**src/rtl/jtag_host_driver.sv**
```systemverilog
// jtag_host_driver
//   Command-driven JTAG host. It accepts one command at a time (TAP reset,
//   IR shift, DR shift, idle clocks) and bit-bangs TCK/TMS/TDI. It mirrors the
//   target TAP state and returns one response per command with the captured TDO.
//   After reset it drives a TAP-reset sequence on its own and issues no response.
//
//   Parameter CLK_DIV : TCK half-period in system clocks (1..255).
//   Optional macro JTAG_HOST_TRST_EN : adds io_trst_n. It is low during reset,
//   during the post-reset sequence and during every TAP-reset command.
//
//   Ports
//     clock, reset            system clock, asynchronous active-high reset
//     io_cmd_valid/ready      command handshake
//     io_cmd_op/len/data      command: op (0 rst, 1 IR, 2 DR, 3 idle), length, TDI bits
//     io_rsp_valid/ready      response handshake
//     io_rsp_data/err         captured TDO (bit i = i-th shifted bit) / reject flag
//     io_tck/io_tms/io_tdi    JTAG outputs, io_tdo JTAG input
//     io_tapState            mirrored TAP state
module jtag_host_driver #(
  parameter int CLK_DIV = 1
) (
  input  logic        clock,
  input  logic        reset,
  input  logic        io_cmd_valid,
  output logic        io_cmd_ready,
  input  logic [1:0]  io_cmd_op,
  input  logic [5:0]  io_cmd_len,
  input  logic [31:0] io_cmd_data,
  output logic        io_rsp_valid,
  input  logic        io_rsp_ready,
  output logic [31:0] io_rsp_data,
  output logic        io_rsp_err,
  output logic        io_tck,
  output logic        io_tms,
  output logic        io_tdi,
  input  logic        io_tdo,
  output logic [3:0]  io_tapState
`ifdef JTAG_HOST_TRST_EN
  ,
  output logic        io_trst_n
`endif
);

  typedef enum logic [2:0] {
    ST_START = 3'd0,
    ST_IDLE  = 3'd1,
    ST_LOW   = 3'd2,
    ST_HIGH  = 3'd3,
    ST_RESP  = 3'd4
  } state_t;

  localparam logic [7:0] DIV_LAST = 8'(CLK_DIV - 1);

  // IEEE 1149.1 TAP transition using this block's state encoding.
  function automatic logic [3:0] tap_next(input logic [3:0] s, input logic tms);
    logic [3:0] n;
    case (s)
      4'h0: n = tms ? 4'h5 : 4'h2;
      4'h1: n = tms ? 4'h5 : 4'h3;
      4'h2: n = tms ? 4'h1 : 4'h2;
      4'h3: n = tms ? 4'h0 : 4'h3;
      4'h4: n = tms ? 4'hF : 4'hE;
      4'h5: n = tms ? 4'h7 : 4'hC;
      4'h6: n = tms ? 4'h1 : 4'h2;
      4'h7: n = tms ? 4'h4 : 4'h6;
      4'h8: n = tms ? 4'hD : 4'hA;
      4'h9: n = tms ? 4'hD : 4'hB;
      4'hA: n = tms ? 4'h9 : 4'hA;
      4'hB: n = tms ? 4'h8 : 4'hB;
      4'hC: n = tms ? 4'h7 : 4'hC;
      4'hD: n = tms ? 4'h7 : 4'hC;
      4'hE: n = tms ? 4'h9 : 4'hA;
      default: n = tms ? 4'hF : 4'hC;
    endcase
    return n;
  endfunction

  // Plan for TCK number k of a command: {tms, is_shift, shift_index}.
  // Shift ops walk 1,0,0 (DR) or 1,1,0,0 (IR) into Shift, shift len bits with
  // TMS=1 on the last one, then 1,0 back to Run-Test/Idle.
  function automatic logic [6:0] tck_plan(input logic [1:0] op, input logic [5:0] len,
                                          input logic [5:0] k);
    logic       tms;
    logic       shift;
    logic [5:0] idx;
    logic [5:0] pre;
    tms   = 1'b0;
    shift = 1'b0;
    idx   = 6'd0;
    pre   = (op == 2'd1) ? 6'd4 : 6'd3;
    case (op)
      2'd0: tms = (k < 6'd5);
      2'd1, 2'd2: begin
        if (k < pre) begin
          tms = (k == 6'd0) || ((op == 2'd1) && (k == 6'd1));
        end else if (k < pre + len) begin
          shift = 1'b1;
          idx   = k - pre;
          tms   = (idx == len - 6'd1);
        end else begin
          tms = (k == pre + len);
        end
      end
      default: tms = 1'b0;
    endcase
    return {tms, shift, idx[4:0]};
  endfunction

  // Index of the final TCK of an accepted, non-empty command.
  function automatic logic [5:0] last_index(input logic [1:0] op, input logic [5:0] len);
    logic [5:0] r;
    case (op)
      2'd0:    r = 6'd5;
      2'd1:    r = len + 6'd5;
      2'd2:    r = len + 6'd4;
      default: r = len - 6'd1;
    endcase
    return r;
  endfunction

  state_t      state_r, state_s;
  logic [7:0]  div_r, div_s;
  logic [5:0]  k_r, k_s;
  logic [5:0]  last_r, last_s;
  logic [1:0]  op_r, op_s;
  logic [5:0]  len_r, len_s;
  logic [31:0] data_r, data_s;
  logic        quiet_r, quiet_s;     // post-reset sequence: no response
  logic        tck_r, tck_s, tms_r, tms_s, tdi_r, tdi_s;
  logic [3:0]  tap_r, tap_s;
  logic        ready_r, ready_s, rsp_valid_r, rsp_valid_s, rsp_err_r, rsp_err_s;
  logic [31:0] rsp_data_r, rsp_data_s;
`ifdef JTAG_HOST_TRST_EN
  logic        trst_n_r, trst_n_s;
`endif

  logic [6:0] plan_cmd_s, plan_cur_s, plan_nxt_s;
  logic       reject_s;

  assign plan_cmd_s = tck_plan(io_cmd_op, io_cmd_len, 6'd0);
  assign plan_cur_s = tck_plan(op_r, len_r, k_r);
  assign plan_nxt_s = tck_plan(op_r, len_r, k_r + 6'd1);
  assign reject_s   = ((io_cmd_op == 2'd1) || (io_cmd_op == 2'd2)) &&
                      ((io_cmd_len == 6'd0) || (io_cmd_len > 6'd32));

  // State register and registered outputs.
  always_ff @(posedge clock or posedge reset) begin
    if (reset) begin
      state_r     <= ST_START;
      div_r       <= 8'd0;
      k_r         <= 6'd0;
      last_r      <= 6'd5;
      op_r        <= 2'd0;
      len_r       <= 6'd0;
      data_r      <= 32'd0;
      quiet_r     <= 1'b1;
      tck_r       <= 1'b0;
      tms_r       <= 1'b1;
      tdi_r       <= 1'b0;
      tap_r       <= 4'hF;
      ready_r     <= 1'b0;
      rsp_valid_r <= 1'b0;
      rsp_err_r   <= 1'b0;
      rsp_data_r  <= 32'd0;
`ifdef JTAG_HOST_TRST_EN
      trst_n_r    <= 1'b0;
`endif
    end else begin
      state_r     <= state_s;
      div_r       <= div_s;
      k_r         <= k_s;
      last_r      <= last_s;
      op_r        <= op_s;
      len_r       <= len_s;
      data_r      <= data_s;
      quiet_r     <= quiet_s;
      tck_r       <= tck_s;
      tms_r       <= tms_s;
      tdi_r       <= tdi_s;
      tap_r       <= tap_s;
      ready_r     <= ready_s;
      rsp_valid_r <= rsp_valid_s;
      rsp_err_r   <= rsp_err_s;
      rsp_data_r  <= rsp_data_s;
`ifdef JTAG_HOST_TRST_EN
      trst_n_r    <= trst_n_s;
`endif
    end
  end

  // Next-state and next-output logic.
  always_comb begin
    state_s     = state_r;
    div_s       = div_r;
    k_s         = k_r;
    last_s      = last_r;
    op_s        = op_r;
    len_s       = len_r;
    data_s      = data_r;
    quiet_s     = quiet_r;
    tck_s       = tck_r;
    tms_s       = tms_r;
    tdi_s       = tdi_r;
    tap_s       = tap_r;
    ready_s     = ready_r;
    rsp_valid_s = rsp_valid_r;
    rsp_err_s   = rsp_err_r;
    rsp_data_s  = rsp_data_r;
`ifdef JTAG_HOST_TRST_EN
    trst_n_s    = trst_n_r;
`endif
    case (state_r)
      ST_START: begin
        // Begin the autonomous TAP-reset sequence (op 0 registers hold since reset).
        state_s = ST_LOW;
        div_s   = 8'd0;
        k_s     = 6'd0;
        tms_s   = plan_cur_s[6];
        tdi_s   = 1'b0;
      end
      ST_IDLE: begin
        if (io_cmd_valid) begin
          ready_s    = 1'b0;
          op_s       = io_cmd_op;
          len_s      = io_cmd_len;
          data_s     = io_cmd_data;
          quiet_s    = 1'b0;
          k_s        = 6'd0;
          div_s      = 8'd0;
          rsp_data_s = 32'd0;
          rsp_err_s  = 1'b0;
          last_s     = last_index(io_cmd_op, io_cmd_len);
          if (reject_s) begin
            rsp_err_s   = 1'b1;
            rsp_valid_s = 1'b1;
            state_s     = ST_RESP;
          end else if ((io_cmd_op == 2'd3) && (io_cmd_len == 6'd0)) begin
            rsp_valid_s = 1'b1;
            state_s     = ST_RESP;
          end else begin
            state_s = ST_LOW;
            tms_s   = plan_cmd_s[6];
            tdi_s   = plan_cmd_s[5] & io_cmd_data[plan_cmd_s[4:0]];
`ifdef JTAG_HOST_TRST_EN
            if (io_cmd_op == 2'd0) begin
              trst_n_s = 1'b0;
            end else begin
              trst_n_s = 1'b1;
            end
`endif
          end
        end else begin
          state_s = ST_IDLE;
        end
      end
      ST_LOW: begin
        if (div_r == DIV_LAST) begin
          // Rising TCK edge: target sees TMS/TDI; sample TDO and step the TAP mirror.
          div_s   = 8'd0;
          tck_s   = 1'b1;
          tap_s   = tap_next(tap_r, tms_r);
          state_s = ST_HIGH;
          if (plan_cur_s[5]) begin
            rsp_data_s[plan_cur_s[4:0]] = io_tdo;
          end else begin
            rsp_data_s = rsp_data_r;
          end
        end else begin
          div_s = div_r + 8'd1;
        end
      end
      ST_HIGH: begin
        if (div_r == DIV_LAST) begin
          div_s = 8'd0;
          tck_s = 1'b0;
          if (k_r == last_r) begin
`ifdef JTAG_HOST_TRST_EN
            trst_n_s = 1'b1;
`endif
            if (quiet_r) begin
              ready_s = 1'b1;
              state_s = ST_IDLE;
            end else begin
              rsp_valid_s = 1'b1;
              state_s     = ST_RESP;
            end
          end else begin
            k_s     = k_r + 6'd1;
            state_s = ST_LOW;
            tms_s   = plan_nxt_s[6];
            tdi_s   = plan_nxt_s[5] & data_r[plan_nxt_s[4:0]];
          end
        end else begin
          div_s = div_r + 8'd1;
        end
      end
      ST_RESP: begin
        if (io_rsp_ready) begin
          rsp_valid_s = 1'b0;
          rsp_err_s   = 1'b0;
          rsp_data_s  = 32'd0;
          ready_s     = 1'b1;
          state_s     = ST_IDLE;
        end else begin
          state_s = ST_RESP;
        end
      end
      default: state_s = ST_START;
    endcase
  end

  assign io_cmd_ready = ready_r;
  assign io_rsp_valid = rsp_valid_r;
  assign io_rsp_data  = rsp_data_r;
  assign io_rsp_err   = rsp_err_r;
  assign io_tck       = tck_r;
  assign io_tms       = tms_r;
  assign io_tdi       = tdi_r;
  assign io_tapState  = tap_r;
`ifdef JTAG_HOST_TRST_EN
  assign io_trst_n    = trst_n_r;
`endif

endmodule
```
**config.mk**
```make
export PLATFORM = sky130hd
export DESIGN_NAME = jtag_host_driver
export DESIGN_NICKNAME = d
export VERILOG_FILES = /design/src/rtl/jtag_host_driver.sv
export SDC_FILE = /design/constraint.sdc
export NUM_CORES = 1
export LEC_CHECK = 0
export CORE_UTILIZATION = 50
export CTS_CLUSTER_SIZE = 16
export DETAILED_ROUTE_END_ITERATION = 6
export DONT_BUFFER_PORTS = 1
export GPL_ROUTABILITY_DRIVEN = 0
export GPL_TIMING_DRIVEN = 0
export PLACE_DENSITY_LB_ADDON = 0.05
export RECOVER_POWER = 100
export SYNTH_ARGS = -nofsm -noshare
export SYNTH_HDL_FRONTEND = slang
export SYNTH_SLANG_ARGS = --single-unit
```
**constraint.sdc**
```tcl
create_clock -name clock -period 4 [get_ports clock]
set_clock_uncertainty 0.15 [all_clocks]
set_input_delay 0.8 -clock clock [delete_from_list [all_inputs] [get_ports clock]]
set_output_delay 0.8 -clock clock [all_outputs]
set_load 0.1 [all_outputs]
```
; ---- Yosys cells after proc, flatten, opt, wreduce, memory -nomap -nowiden
; Cells that the tools add are included.
[op_classes]
n_addsub = 11
reduce_logical = 41
eq_ne = 43
mux = 103
bitwise_logic = 2
order_cmp = 13
[ops]
columns = cell, n
row1 = $mux 32, 4
row2 = $pmux 32 s3, 1
row3 = $mux 1, 45
row4 = $mux 5, 9
row5 = $pmux 4 s11, 1
row6 = $mux 3, 14
row7 = $eq 6x6->1, 6
row8 = $pmux 6 s3, 2
row9 = $bwmux 32, 1
row10 = $eq 4x4->1 const B, 7
row11 = $logic_not 6->1, 4
row12 = $pmux 8 s3, 1
row13 = $ne 2x2->1 const B, 11
row14 = $lt 5x6->1 const B, 3
row15 = $lt 6x6->1, 3
row16 = $mux 6, 3
row17 = $eq 4x3->1 const B, 4
row18 = $mux 8, 2
row19 = $pmux 3 s5, 1
row20 = $add 3x6->6, 2
row21 = $add 6x3->6 const B, 2
row22 = $eq 6x1->1 const B, 2
row23 = $lt 6x3->1 const B, 2
row24 = $mux 2, 6
row25 = 40 further kinds, 77
[word_totals]
regBits = 106
elab_cells = 229
in_bits = 45

; ---- Longest topological paths before layout
[logic_depth]
word_depth = 15
ltp_mapped = 18
ltp_nobuf = 17

; ---- Worst setup path after synthesis
; Ideal clock, no wire load.
[synth_timing]
kind = register -> register
from = reg op_r[1]
to = reg rsp_data_r[2], in the netlist io_rsp_data[2]
t_required_ns = 3.715
path_stages_with_launch = 18
path_slack_ns = -0.040
synth_period_minus_slack_ns = 4.040
t_arrival_ns = 3.755
setup_time_ns = 0.135
n_path_buf = 2
cell_sequence = dfrtp_1 inv_1 ha_1 buf_1 inv_1 ha_1 inv_1 fa_1 ha_1 nor2b_1 o21ai_0 a31oi_1 o221a_2 a21oi_4 o21ai_2 buf_2 o311ai_1 o31ai_1
[synth_via]
elab_chain_len = 15
word_cells_on_any_way = 25
cone_classes = add/sub (2) / order compare (4) / eq/ne (3) / mux (13) / reduce/logical (3)
[synth_lines]
columns = element, line
row1 = "start, declared", 125  ; logic [1:0] op_r, op_s;
row2 = "start signal, assigned", 173  ; op_r <= op_s;
row3 = $eq 2x1->1, "90, 91"
row4 = $mux 3, 90  ; pre = (op == 2'd1) ? 6'd4 : 6'd3;
row5 = $add 3x6->6, 96  ; end else if (k < pre + len) begin
row6 = $lt 6x6->1, 96
row7 = $mux 5, 96
row8 = $mux 5, 94  ; if (k < pre) begin
row9 = $mux 5, 91  ; case (op)
row10 = $lt 5x6->1 (not written as such) / $ge 5x1->1 (equally long branches), 264  ; rsp_data_s[plan_cur_s[4:0]] = io_tdo;
row11 = $logic_and 1x1->1 (not written as such), 264
row12 = $mux 1 (not written as such), 264
row13 = $demux 1 s5, 264
row14 = $bwmux 32, 264
row15 = $mux 32, 263  ; if (plan_cur_s[5]) begin
row16 = $mux 32, 257  ; if (div_r == DIV_LAST) begin
row17 = $pmux 32 s3, 212  ; case (state_r)
row18 = "end signal, assigned", 184  ; rsp_data_r <= rsp_data_s;
row19 = "end, declared", 132  ; logic [31:0] rsp_data_r, rsp_data_s;
; Parallel ways exist; a longest one is shown, timed or not. The select of a mux whose other input is x is not followed.
; A chain may end at the register's enable or synchronous reset.

; ---- Worst setup path in the final report
[layout_timing]
from = reg op_r[1]
to = reg rsp_data_r[23], in the netlist io_rsp_data[23]
; Same word-level chain as after synthesis.

==> parameters.txt <==
Parameter                              Value

Clock tree
  TritonCTS sink count    between 100 and 150
  Clock tree root driver cell    clkbuf_16
  TritonCTS clock tree    done
  Source-to-sink clock delay at the later pin of the worst-skew pair    0.36 ns
  CTS Buffer Depth    2
  Clock-pin slew of the registers on the worst-case setup and hold paths    ~0.080 ns
  Hold buffer count at CTS    0
  Number of buffers created by CTS    9
  CTS H-Tree Depth    3

Global route
  Remaining Overflow, GRT    0
  First-pass GRT wire length    roughly 30 mm
  Overall fraction of global-route tracks in use    0.258
  Number of global-route vias before repair    5863
  Number of antenna violations at the first check in global routing    0
  Largest net degree at the start of global routing    55

Critical path
  Path type of the worst setup path    register to register
  Crit path launch type    register
  Crit path max-delay cell type    fa_2
  CP cell instances    inv_2, ha_4, buf_8, inv_8, ha_4, inv_1, fa_2, xnor2_2, xnor2_2, ha_1, o21ai_1, a31oi_1, o221a_2, a21oi_4, buf_12, o21ai_4, or2_1, buf_2, o211ai_1
  Launching point of the worst reg2reg path    op_r[1]
  R2r worst-path depth    19
  Data required time at the worst endpoint    4.11 ns
  Start point of the critical path    op_r[1]
  Crit path capture type    register
  Data arrival, critical path    4.02 ns
  Slowest cell delay on critical path    about 0.4 ns
  Critical path depth    19
  Maximum net fanout on the critical path    10
  Dominant delay contributor by cell family on the critical path    compound AO/OA/AOI/OAI gates
  Combined buffer and inverter count along the critical path    6

Yosys
  Area contributors post-synth    dfrtp_1 (35%), nand2_1 (8.4%), ha_1 (6.5%)
  Count of flip-flops with a built-in enable after synthesis    0
  Synthesized area    7090 um^2
  Synthesized instance count    ~820
  Net count after synthesis    between 900 and 1000
  Share of flip-flops with an asynchronous set or reset after synthesis    1.00
  Number of synthesis warnings    0
  Count of state elements after synthesis    around 110
  Sequential fraction of the synthesis area    0.376
  Area fraction of the dominant cell type after synthesis    0.346
  Most common flop cell mapped by yosys    dfrtp_1
  Mean area per synthesized cell    8.67 um^2
  Largest area contributor in the synthesized netlist    dfrtp_1
  Synth cell types    73

Drt
  Via count    ~6000
  Detailed-route DRC error count    0
  Routed Antenna Nets    0
  WL final    18.2 mm
  Per-cell via count in the routed design    around 5.9
  Number of DRC markers in iteration 0    391
  Iteration count of the initial detailed-routing pass    5
  Routed wire length per instance    approximately 18 um

Timing
  Hold violation total from the final report    0
  Final clock period utilization by the worst path    0.978
  Worst Tran Pin Value    2.31 ns
  Worst-case headroom to the max-slew limit    -0.545
  Worst hold margin    about 0.32 ns
  Number of max-slew violations in the final report    54
  Number of failing setup endpoints in the final timing report    0
  Shortest period the worst path allows    slightly below 4 ns
  Max Clock Freq    around 260 MHz

Hold path
  Path class of the lowest-slack min-delay path    register to register
  Worst hold stages    2
  Hold path startpoint    data_r[16]

Finish
  Final layout net count    920
  Layout cells sized above 1    0.100
  Fill cells    1244
  Area Growth Syn to Fin    11.5%
  Diode count    0
  Core utilization of the finished layout    0.569

Floorplanning
  Overall die area    ~15000 um^2
  Die width    121 um
  Number of top-level pins    just under 90
  Number of rows in the core area    43
  Floorplan core area    13900 um^2
  Die height    between 100 and 150 um
  Effective utilization at floorplan    0.511

Place
  Half-perimeter wire length after detailed placement    13.6 mm
  Count of port buffers added during placement    0

Status
  Violations in the final reports    max-capacitance violations, max-slew violations
  Outcome    complete, but fails checks

Run
  Max-cap violation count    1
## area by class of cell
cell class / count / area, um^2 / area share
multi-input combinational: 630 / 4300 / 0.544
sequential: 106 / 2660 / 0.337
clock buffer: 9 / 225 / 0.0285
tap: 180 / 225 / 0.0285
buffer: 39 / 173 / 0.0218
inverter: 40 / 159 / 0.0201
timing repair buffer: 10 / 85.1 / 0.0108
clock inverter: 6 / 75.1 / 0.00950
## stage by stage
step | instance area (um^2) | worst slack [ns] | std cells | setup TNS (ns)
final | 7900 | 0.0882 | 1020 | 0
after floorplan | 7090 | 0.0463 | 818 | 0
after detailed placement | 7350 | -0.728 | 999 | -19.58
after global routing | 7900 | -0.0415 | 1020 | -0.110
after global placement | 7320 | -0.834 | 998 | -97.23
after CTS | 7790 | 0.0319 | 1017 | 0
## repair_timing
item / in CTS / in global routing
gates resized for setup: 28 / 23
setup buffers: 5 / 4
endpoints found under the setup margin: 34 / 34
pin swaps: 7 / 15
## worst register-to-register path: stages, from the launching register on
cell      delay, ns
dfrtp_1        0.37
inv_2          0.08
ha_4           0.18
buf_8          0.15
inv_8          0.08
ha_4           0.13
inv_1          0.05
fa_2           0.40
xnor2_2        0.23
xnor2_2        0.16
ha_1           0.27
o21ai_1        0.09
a31oi_1        0.08
o221a_2        0.34
a21oi_4        0.16
buf_12         0.16
o21ai_4        0.09
or2_1          0.26
buf_2          0.17
o211ai_1       0.23
## final timing paths
path / slack [ns] / end
min in group asynchronous: 0.78 / div_r[6]
min: 0.32 / data_r[16]
min reg2reg: 0.32 / data_r[16]
max reg2reg: 0.09 / io_rsp_data[23]
max: 0.09 / io_rsp_data[23]
max in group asynchronous: 0.78 / len_r[4]
## sequential cells by signal, summed over array words and instances (netlist names), 2 cells and up
signal / flops
data_r: 32
k_r: 6
len_r: 6
last_r: 6
op_r: 2
state_r: 3
div_r: 8
io_tapState: 4
io_rsp_data: 32
## layer usage
metal / track usage / wire (um) / share of wire / up-vias
li1: - / - / - / 2910
met1: 0.341 / 8270 / 0.45 / 2961
met2: 0.420 / 8720 / 0.48 / 159
met3: 0.0432 / 897 / 0.049 / 19
met4: 0.0988 / 333 / 0.018 / 0
met5: 0 / 0 / 0 / -
## cells in the mapped netlist (5+ instances only)
library cell	n
a2111oi_0	5
a21o_1	5
a21oi_1	23
a31oi_1	8
and2_1	7
and3_1	8
buf_2	5
clkbuf_1	33
dfrtp_1	98
dfstp_2	8
ha_1	37
inv_1	40
mux2i_1	6
mux4_2	9
nand2_1	158
nand2b_1	33
nand3_1	39
nor2_1	46
nor2b_1	8
nor3_1	9
o2111ai_1	5
o211ai_1	27
o21a_1	8
o21ai_0	42
o31ai_1	10
o32a_1	7
or2_2	5
xnor2_1	26
xor2_1	20
## cell usage in the layout (no fill, tap or decap), types with 7 or more instances in the layout
| cell | n |
|---|---|
| nand2_1 | 158 |
| dfrtp_1 | 97 |
| nor2_1 | 45 |
| o21ai_0 | 40 |
| nand3_1 | 39 |
| inv_1 | 37 |
| ha_1 | 35 |
| clkbuf_1 | 33 |
| nand2b_1 | 33 |
| o211ai_1 | 27 |
| xnor2_1 | 23 |
| a21oi_1 | 21 |
| xor2_1 | 20 |
| o31ai_1 | 9 |
| nor3_1 | 9 |
| mux4_2 | 9 |
| clkbuf_16 | 9 |
| nor2b_1 | 8 |
| a31oi_1 | 8 |
| and3_1 | 8 |
| buf_4 | 8 |
| and2_1 | 7 |
| o32a_1 | 7 |
## cell families after synthesis
kind of cell	Yosys count	synth area share
AOI/OAI and AO/OA	184	0.183
xor gates and xnor gates	46	0.0568
adders and majority gates	43	0.0766
and+or+nand+nor	341	0.225
buffers and inverters	82	0.0448
DFF	106	0.376
muxes	16	0.0386
Power is not shown: default switching activity piles up to over one toggle a cycle in this logic, so the estimate is an artifact.
